===== src/rtl/cpu_controller_pkg.sv =====
// Shared opcode and phase encodings for the accumulator CPU sequencer.
package cpu_controller_pkg;

  localparam logic [2:0] OPCODE_HLT = 3'd0;
  localparam logic [2:0] OPCODE_SKZ = 3'd1;
  localparam logic [2:0] OPCODE_ADD = 3'd2;
  localparam logic [2:0] OPCODE_AND = 3'd3;
  localparam logic [2:0] OPCODE_XOR = 3'd4;
  localparam logic [2:0] OPCODE_LDA = 3'd5;
  localparam logic [2:0] OPCODE_STO = 3'd6;
  localparam logic [2:0] OPCODE_JMP = 3'd7;

  localparam logic [2:0] PHASE_INST_ADDR  = 3'd0;
  localparam logic [2:0] PHASE_INST_FETCH = 3'd1;
  localparam logic [2:0] PHASE_INST_LOAD  = 3'd2;
  localparam logic [2:0] PHASE_IDLE       = 3'd3;
  localparam logic [2:0] PHASE_OP_ADDR    = 3'd4;
  localparam logic [2:0] PHASE_OP_FETCH   = 3'd5;
  localparam logic [2:0] PHASE_ALU_OP     = 3'd6;
  localparam logic [2:0] PHASE_STORE      = 3'd7;

  // Opcodes that read an operand from memory and load the accumulator.
  function automatic logic is_aluop(input logic [2:0] op);
    return (op == OPCODE_ADD) || (op == OPCODE_AND) ||
           (op == OPCODE_XOR) || (op == OPCODE_LDA);
  endfunction

endpackage


===== src/rtl/cpu_controller_phase_counter.sv =====
// 3-bit wrapping phase counter with asynchronous reset and hold.
module cpu_phase_counter (
  input  logic       clk,
  input  logic       rst,
  input  logic       hold,
  output logic [2:0] phase
);

  always_ff @(posedge clk or posedge rst) begin
    if (rst)
      phase <= '0;
    else if (!hold)
      phase <= phase + 3'd1;
  end

endmodule


===== src/rtl/cpu_controller.sv =====
// 8-phase instruction sequencer: halted flag plus combinational strobe decode.
module cpu_controller
  import cpu_controller_pkg::*;
#(
  parameter bit HALT_STICKY = 1'b1
) (
  input  logic       clk,
  input  logic       rst,
  input  logic [2:0] opcode,
  input  logic       is_zero,
  output logic       sel,
  output logic       rd,
  output logic       ld_ir,
  output logic       inc_pc,
  output logic       ld_pc,
  output logic       ld_ac,
  output logic       data_e,
  output logic       wr,
  output logic       halt,
  output logic [2:0] phase
);

  logic halted;
  logic aluop;

  cpu_phase_counter u_phase_counter (
    .clk   (clk),
    .rst   (rst),
    .hold  (halted),
    .phase (phase)
  );

  // The counter steps to OP_FETCH on the same edge that sets halted, so it freezes at 5.
  always_ff @(posedge clk or posedge rst) begin
    if (rst)
      halted <= 1'b0;
    else if (HALT_STICKY && (phase == PHASE_OP_ADDR) && (opcode == OPCODE_HLT))
      halted <= 1'b1;
  end

  assign aluop = is_aluop(opcode);

  always_comb begin
    sel    = 1'b0;
    rd     = 1'b0;
    ld_ir  = 1'b0;
    inc_pc = 1'b0;
    ld_pc  = 1'b0;
    ld_ac  = 1'b0;
    data_e = 1'b0;
    wr     = 1'b0;
    halt   = 1'b0;
    if (halted) begin
      halt = 1'b1;
    end else begin
      case (phase)
        PHASE_INST_ADDR: begin
          sel = 1'b1;
        end
        PHASE_INST_FETCH: begin
          sel = 1'b1;
          rd  = 1'b1;
        end
        PHASE_INST_LOAD, PHASE_IDLE: begin
          sel   = 1'b1;
          rd    = 1'b1;
          ld_ir = 1'b1;
        end
        PHASE_OP_ADDR: begin
          inc_pc = (opcode != OPCODE_HLT);
          halt   = (opcode == OPCODE_HLT);
        end
        PHASE_OP_FETCH: begin
          rd = aluop;
        end
        PHASE_ALU_OP: begin
          rd     = aluop;
          inc_pc = (opcode == OPCODE_SKZ) && is_zero;
          ld_pc  = (opcode == OPCODE_JMP);
          data_e = (opcode == OPCODE_STO);
        end
        default: begin
          rd     = aluop;
          ld_ac  = aluop;
          ld_pc  = (opcode == OPCODE_JMP);
          wr     = (opcode == OPCODE_STO);
          data_e = (opcode == OPCODE_STO);
        end
      endcase
    end
  end

endmodule


===== config.mk =====
export PLATFORM = sky130hd
export DESIGN_NAME = cpu_controller
export DESIGN_NICKNAME = d
export VERILOG_FILES = /design/src/rtl/cpu_controller_pkg.sv /design/src/rtl/cpu_controller_phase_counter.sv /design/src/rtl/cpu_controller.sv
export SDC_FILE = /design/constraint.sdc
export NUM_CORES = 1
export LEC_CHECK = 0
export CORE_AREA = 10 10 47 49
export CTS_CLUSTER_SIZE = 10
export DETAILED_ROUTE_END_ITERATION = 6
export DIE_AREA = 0 0 57 59
export PLACE_DENSITY = 0.62
export REMOVE_ABC_BUFFERS = 1
export SLEW_MARGIN = 25
export SYNTH_ARGS = -nofsm -noshare
export SYNTH_HDL_FRONTEND = slang
export SYNTH_HIERARCHICAL = 1
export SYNTH_SLANG_ARGS = --single-unit

===== constraint.sdc =====
create_clock -name clk -period 1.2 [get_ports clk]
set_input_delay 0.24 -clock clk [delete_from_list [all_inputs] [get_ports clk]]
set_output_delay 0.24 -clock clk [all_outputs]
set_load 0.05 [all_outputs]

==> impl_metrics.ini, run 1 <==
[run_status]
status = complete, but fails checks
failed_checks = negative setup slack

[layout]
fill_cells = 94
drive_gt1_share_pct = 78.6
syn_to_final_growth_pct = 217
layout.cells.non_filler = 86
final_cell_mix = buf_12, buf_4, buf_6
layout.nets = 79
fin_area_um2 = 940
num_antenna_cells = 0

[place]
dp.cells = 81
pre_cts_ws_ps = -785
hpwl_mm = 1.00
io_buffers = 17
place_congestion = 0.716
postPlaceCellArea_um2 = 742

[setup_path]
startpoint_type = register
crit_type = reg -> out
cp_max_fo = 2
cp_data_required_time_ps = 960
cp.arrival_ps = 1500
cp-end-kind = output pin

[clock_network]
clockBufferDepth = 2
clock-sinks = 4
cts_made_buffers = 3
cts.clk_slew.worst_paths_ps = 40
cts_max_level = 1
cts-root-buf = clkbuf_4
clk-insertion-delay-late_ps = 230
cts_tree = built

[grt]
antenna_found_initial = 0
grt_pass1_vias = 432
grt_max_degree = 6
overflow = 0
grtUsageTotal_pct = 8.20
grt_pass1_wl_mm = 2.18

[die]
core.rowCount = 14
pin_count = 18
fp.dieArea_um2 = 3360
start_util_pct = 21.2
dieWidth_um = 57
die_h_um = 59
core_area_um2 = 1400

[yosys]
synth_top_family_by_area = simple AND/OR/NAND/NOR gates
synth-compound-area-share_pct = 12.7
synth_edf_count = 0
synth_xor_area_share_pct = 8.86
synth_seq_cells = 4
synth_area_per_cell_um2 = 9.88
yosys_most_used_dff = dfrtp_1
ys_async_sr_fraction_pct = 100
synthSimpleGateAreaFrac_pct = 31.6
netlist_area_um2 = 297
yosysWarnings = 6
ys_types = 17
syn-instance-count = 30
synth_mux_area_share_pct = 5.06
synthAdderAreaFrac_pct = 4.22
ys_seq_area_share_pct = 33.8

[sta]
fin_crit_sh_pct = 145
relSlewSlack_pct = 80.0
hold_ws_ps = 174
slew_viol_final = 0
worst_slack_ps = -541
fin_skew_ps = 3.68
min_period_ps = 1740
rsz0062_at_grt = yes
final_hold_viol_count = 0
max_freq_mhz = 574
worst_pin_slew_ps = 300
setup_viol = 13

[run]
drv_cap = 0

[power_and_ir_drop]
finalPower_mw = 2.81
peakVddDrop_uv = 1520
leakage_nw = 0.423
power_density_nw_per_um2 = 2990

[drt]
first_iter_violations = 3
wire_per_inst_um = 16.6
dr.pass1.iters = 4
route.antenna.remaining_nets = 0
vias = 390
routed_wl_mm = 1.43
route.detailed.drc = 0
via_per_inst = 4.53

[worst_hold_path]
hold_path_class = in -> async
==> Yosys cell counts, types with 2 or more instances <==
cell type | number | share of area (%)
a21o_1 | 2 | 5.1
dfrtp_1 | 4 | 34
inv_1 | 3 | 3.8
nor2_1 | 2 | 2.5
nor3_1 | 3 | 5.1
nor3b_1 | 3 | 7.6
xnor2_1 | 3 | 8.9
==> cell families after synthesis <==
family,after synthesis
buf+inv,3
fa+ha+maj,1
flops,4
xor+xnor,3
compound gates,4
mux,1
simple gates,14
==> sequential cells by signal, summed over array words and instances, names as in the netlist <==
register / count
halted: 1
u_phase_counter/phase: 3
==> repair_timing <==
action / 4_1_cts / 5_1_grt
gates cloned: 0 / 0
hold buffers: 0 / 0
setup endpoints to repair: 12 / 14
resized for setup: 28 / 18
setup buffers: 3 / 5
pin swaps: 4 / 8
==> worst max-delay path, cell delays in order, from the launching register on <==
cell and delay (ps):
dfrtp_1 360, nand3b_1 260, nor4b_4 340, buf_4 170, buf_12 130
==> area by class of cell <==
type                            count  area (um2)  area share, %
Timing Repair Buffer               37         473           50.3
Multi-Input combinational cell     23         312           33.2
Sequential cell                     4         101           10.8
Clock buffer                        3        22.5           2.40
Tap cell                           16        20.0           2.13
Inverter                            3        11.3           1.20
==> path summary, 6_finish.rpt <==
path | from | end | slack [ps] | depth (start not counted)
max | halted | wr | -540 | 4
min | rst | halted | 170 | 2
max reg2reg | u_phase_counter/phase[1] | u_phase_counter/phase[1] | -60 | 4
min reg2reg | u_phase_counter/phase[0] | halted | 690 | 2
max in group asynchronous | rst | u_phase_counter/phase[1] | 840 | 2
min in group clk | opcode[0] | halted | 440 | 3
==> per-layer routing <==
| layer | up-vias | wire length [um] | share of wire, % | GRT usage [%] |
|---|---|---|---|---|
| met1 | 188 | 638 | 45 | 9.25 |
| met4 | 0 | 0 | 0 | 3.02 |
| met5 | - | 0 | 0 | 0 |
| li1 | 188 | - | - | - |
| met2 | 14 | 716 | 50 | 13.3 |
| met3 | 0 | 75 | 5.2 | 3.65 |
==> report_power, final <==
part	switching, mW	internal (mW)
clock network	0.0512	0.112
registers	0.0689	0.214
logic	1.14	1.23
==> per-stage QoR <==
stage                     TNS [ps]  util [%]
after global routing         -4230      67.1
after CTS                    -3600      63.3
final                        -3620      67.1
after global placement       -4010      52.9
after detailed placement     -4380      52.9
after floorplan              -9190         -
No activity file was read; power rests on OpenSTA's default activity.
==> inputs of run 2 (changes only) <==
Settings changed: CELL_PAD_IN_SITES_DETAIL_PLACEMENT from default to 2, CELL_PAD_IN_SITES_GLOBAL_PLACEMENT from default to 2, CORE_AREA 10 10 47 49 to default, CORE_MARGIN from default to 10, CORE_UTILIZATION from default to 16, CTS_CLUSTER_DIAMETER from default to 120, DIE_AREA 0 0 57 59 to default, MAX_ROUTING_LAYER from default to met4, PLACE_DENSITY 0.62 to 0.75.
==> run 2 against run 1 <==
Compared with the run above:
- the run still ends with negative setup slack left
- worst setup slack gained 30 ps
- count of clock-buffer cells in the layout is the same
- clock power grew 9%
- register-to-register slack worse by 70 ps
- sequential cell count unchanged
- cell area shrank 2.1%
- maximum frequency rose by 1.7%
- final cell count up 10%
- wire length grew 29%
- largest power group unchanged
- highest routed layer is now met4
==> impl_metrics.ini, run 2 (synthesized netlist as in run 1, its figures left out) <==
[run_status]
status = complete, but fails checks
failed_checks = negative setup slack

[sta]
relSlewSlack_pct = 77.1
rsz0062_at_grt = yes
fin_skew_ps = 11.4
fin_crit_sh_pct = 143
max_freq_mhz = 584
worst_pin_slew_ps = 342
worst_slack_ps = -511
hold_ws_ps = 173
slew_viol_final = 0
setup_viol = 12
min_period_ps = 1710
final_hold_viol_count = 0

[grt]
overflow = 0
grt_pass1_vias = 476
grt_pass1_wl_mm = 2.81
grtUsageTotal_pct = 9.35
grt_max_degree = 7
antenna_found_initial = 0

[setup_path]
crit_type = reg -> out
max_stage_delay_ps = 410
crit_family = buffers and inverters
cp-end-kind = output pin
cp_max_fo = 3
reg2reg_slack_ps = -130
slowest_stage = dfrtp_1
cp_num_buf_inv = 2
cp.arrival_ps = 1470
startpoint_type = register
cp_data_required_time_ps = 960
cp_cell_sequence = buf_4, a2111oi_4, clkbuf_16

[layout]
reg_top3 = u_phase_counter/phase: 3 flops, halted: 1 flops
syn_to_final_growth_pct = 210
final_cell_mix = buf_4, buf_12, buf_6
layout.nets = 79
top_register = u_phase_counter/phase
largest_reg_flops = 3
layout.cells.non_filler = 95
drive_gt1_share_pct = 74.3
num_antenna_cells = 0
fin_area_um2 = 920
layout_commonest_cell = buf_4
final_util_pct = 52.7

[place]
dp.cells = 90
hpwl_mm = 1.25
postPlaceCellArea_um2 = 753
place_congestion = 0.751
io_buffers = 17

[die]
fp.dieArea_um2 = 3980
start_util_pct = 17.0
die_h_um = 63.1
core.rowCount = 15
pin_count = 18
core_area_um2 = 1750
dieWidth_um = 63.1

[clock_network]
clk-insertion-delay-late_ps = 250
cts_tree = built
cts.clk_slew.worst_paths_ps = 40
cts-root-buf = clkbuf_4
cts_made_buffers = 3
cts_hold_buf = 0
cts_max_level = 1
clockBufferDepth = 2
clock-sinks = 4

[drt]
route.antenna.remaining_nets = 0
dr.pass1.iters = 2
via_per_inst = 4.28
wire_per_inst_um = 19.4
vias = 407
routed_wl_mm = 1.84
route.detailed.drc = 0
first_iter_violations = 1

[power_and_ir_drop]
power_density_nw_per_um2 = 3030
peakVddDrop_uv = 1210
leakage_nw = 0.413

[worst_hold_path]
hold_path_class = in -> async

[run]
drv_cap = 0
==> run 2: report_power, final <==
group,switching [mW],internal [mW]
sequential,0.0667,0.211
clock,0.0641,0.112
combinational,1.14,1.19
==> run 2: area by class of cell <==
class	count	area, um2
repair buffers	37	469
well taps	25	31.3
multi-input cells	23	285
inverters	3	11.3
flip-flops and latches	4	100
clock buffers	3	22.5
fillers	176	826
==> run 2: final timing paths <==
kind | startpoint | end | depth (start not counted)
max in group asynchronous | rst | u_phase_counter/phase[0] | 2
worst min-delay path | rst | halted | 2
min in group clk | opcode[2] | halted | 4
worst max register to register | u_phase_counter/phase[1] | u_phase_counter/phase[1] | 4
worst min register to register | u_phase_counter/phase[0] | u_phase_counter/phase[0] | 2
worst max-delay path | u_phase_counter/phase[1] | inc_pc | 3
==> run 2: repair_timing <==
action / 4_1_cts / 5_1_grt
resized for setup: 29 / 8
setup endpoints to repair: 12 / 15
pin swaps: 7 / 3
buffers inserted: 3 / 3
==> run 2: routing by layer <==
| metal | GRT usage, % | vias up | wire (um) |
|---|---|---|---|
| met4 | 4.19 | 0 | 19 |
| met1 | 9.96 | 203 | 710 |
| met2 | 15.6 | 16 | 1010 |
| li1 | - | 186 | - |
| met3 | 2.83 | 2 | 97 |
| met5 | - | - | 0 |
==> run 2: through the flow <==
stage | power [mW] | TNS [ps] | setup WS, ps
3_5_place_dp | 2.19 | -4710 | -806
6_report | 2.78 | -4050 | -511
5_1_grt | 2.91 | -4650 | -575
3_3_place_gp | 2.14 | -4180 | -754
4_1_cts | 2.66 | -3500 | -461
2_1_floorplan | 1.14 | -9190 | -1670
==> inputs of run 3 (changes only) <==
Settings changed: SKIP_CTS_REPAIR_TIMING from default to 1, TNS_END_PERCENT from default to 50.
==> run 3 against run 2 <==
Compared with the run above:
- cell area is 1.4% higher
- die area stayed put
- hold slack worse by 4.3 ps
- largest cell class unchanged
- the flow still finishes with violations (negative setup slack)
- count of clock-buffer cells in the layout stayed put
- sequential power is 9.0% higher
==> impl_metrics.ini, run 3 (synthesized netlist as in run 1, its figures left out) <==
[drt]
route.detailed.drc = 0
via_per_inst = 4.20
route.antenna.remaining_nets = 0
wire_per_inst_um = 17.7
dr.pass1.iters = 2
first_iter_violations = 1
routed_wl_mm = 1.68
vias = 399

[grt]
grt_max_degree = 7
antenna_found_initial = 0
grtUsageTotal_pct = 7.84
grt_pass1_vias = 451
grt_pass1_wl_mm = 2.37
overflow = 0

[power_and_ir_drop]
p_sw_mw = 1.25
p_clk_share_pct = 6.4
finalPower_mw = 2.69
power_density_nw_per_um2 = 2880
seqPwrFrac_pct = 11.2
leakage_nw = 0.440
p_int_mw = 1.44
switching_share_pct = 46.5
peakVddDrop_uv = 1430
comb_power_share_pct = 82.4

[layout]
drive_gt1_share_pct = 72.9
fill_cells = 171
num_antenna_cells = 0
top_register = u_phase_counter/phase
layout.cells.non_filler = 95
final_util_pct = 53.4
syn_to_final_growth_pct = 214
final_cell_mix = buf_4, buf_12, buf_6
layout.nets = 79
layout_commonest_cell = buf_4
largest_reg_flops = 3
reg_top3 = u_phase_counter/phase: 3 flops, halted: 1 flops

[setup_path]
regToRegStartpoint = u_phase_counter/phase[1]
startpoint_type = register
cp.arrival_ps = 1460
cp_max_fo = 3
crit_type = reg -> out
startpoint = halted
cp_data_required_time_ps = 960
cp-end-kind = output pin

[die]
core_area_um2 = 1750
start_util_pct = 17.0
fp.dieArea_um2 = 3980
dieWidth_um = 63.1
die_h_um = 63.1
pin_count = 18
core.rowCount = 15

[clock_network]
clockBufferDepth = 2
cts_max_level = 1
cts.clk_slew.worst_paths_ps = 30
clk-insertion-delay-late_ps = 240
cts_tree = built
clock-sinks = 4
cts_made_buffers = 3
cts-root-buf = clkbuf_4

[sta]
relSlewSlack_pct = 79.4
fin_skew_ps = 7.26
rsz0062_at_grt = yes
worst_slack_ps = -502
final_hold_viol_count = 0
fin_crit_sh_pct = 142
hold_ws_ps = 169
setup_viol = 12
max_freq_mhz = 588
worst_pin_slew_ps = 310
slew_viol_final = 0
min_period_ps = 1700

[place]
hpwl_mm = 1.25
dp.cells = 90
place_congestion = 0.751
io_buffers = 17
pre_cts_ws_ps = -806

[worst_hold_path]
hold_path_class = in -> async

[run_status]
failed_checks = negative setup slack
status = complete, but fails checks

[run]
drv_cap = 0
-- run 3: critical path, stage by stage, from the launching register on --
cell,delay (ps)
dfrtp_1,370
nand3b_1,230
buf_6,180
nor3b_2,170
buf_4,140
buf_12,120
-- run 3: final cells by class --
class                           count  area [um2]  share of cell area (%)
Tap cell                           25        31.3                    3.36
Sequential cell                     4         101                    10.9
Clock buffer                        3        22.5                    2.42
Multi-Input combinational cell     23         292                    31.3
Inverter                            3        11.3                    1.21
Timing Repair Buffer               37         474                    50.9
-- run 3: worst paths after layout --
check,to,slack (ps),depth (start not counted)
max,ld_ac,-500,5
max in group asynchronous,u_phase_counter/phase[1],850,2
min,halted,170,2
min in group clk,halted,460,3
max reg2reg,u_phase_counter/phase[1],-60,3
min reg2reg,halted,690,2
-- run 3: per-stage QoR --
| stage | TNS, ps | instance area, um2 |
|---|---|---|
| floorplan | -9190 | 297 |
| global placement | -4180 | 753 |
| detailed placement | -4710 | 753 |
| CTS | -5080 | 776 |
| global route | -4510 | 932 |
| finish | -3780 | 932 |
-- run 3: power groups by stage --
| stage | logic, mW | registers (mW) | clock network [mW] |
|---|---|---|---|
| floorplan | 0.611 | 0.527 | 0 |
| global placement | 1.87 | 0.272 | 0 |
| detailed placement | 1.92 | 0.279 | 0 |
| CTS | 1.92 | 0.277 | 0.182 |
| global route | 2.33 | 0.314 | 0.189 |
| finish | 2.21 | 0.302 | 0.172 |
-- run 3: metal layers --
layer  track usage [%]  vias to the layer above  wire length [um]
li1                  -                      188                 -
met1              7.55                      191               680
met2              13.7                       18               892
met3              2.47                        2                92
met4              4.19                        0                16
met5                 -                        -                 0
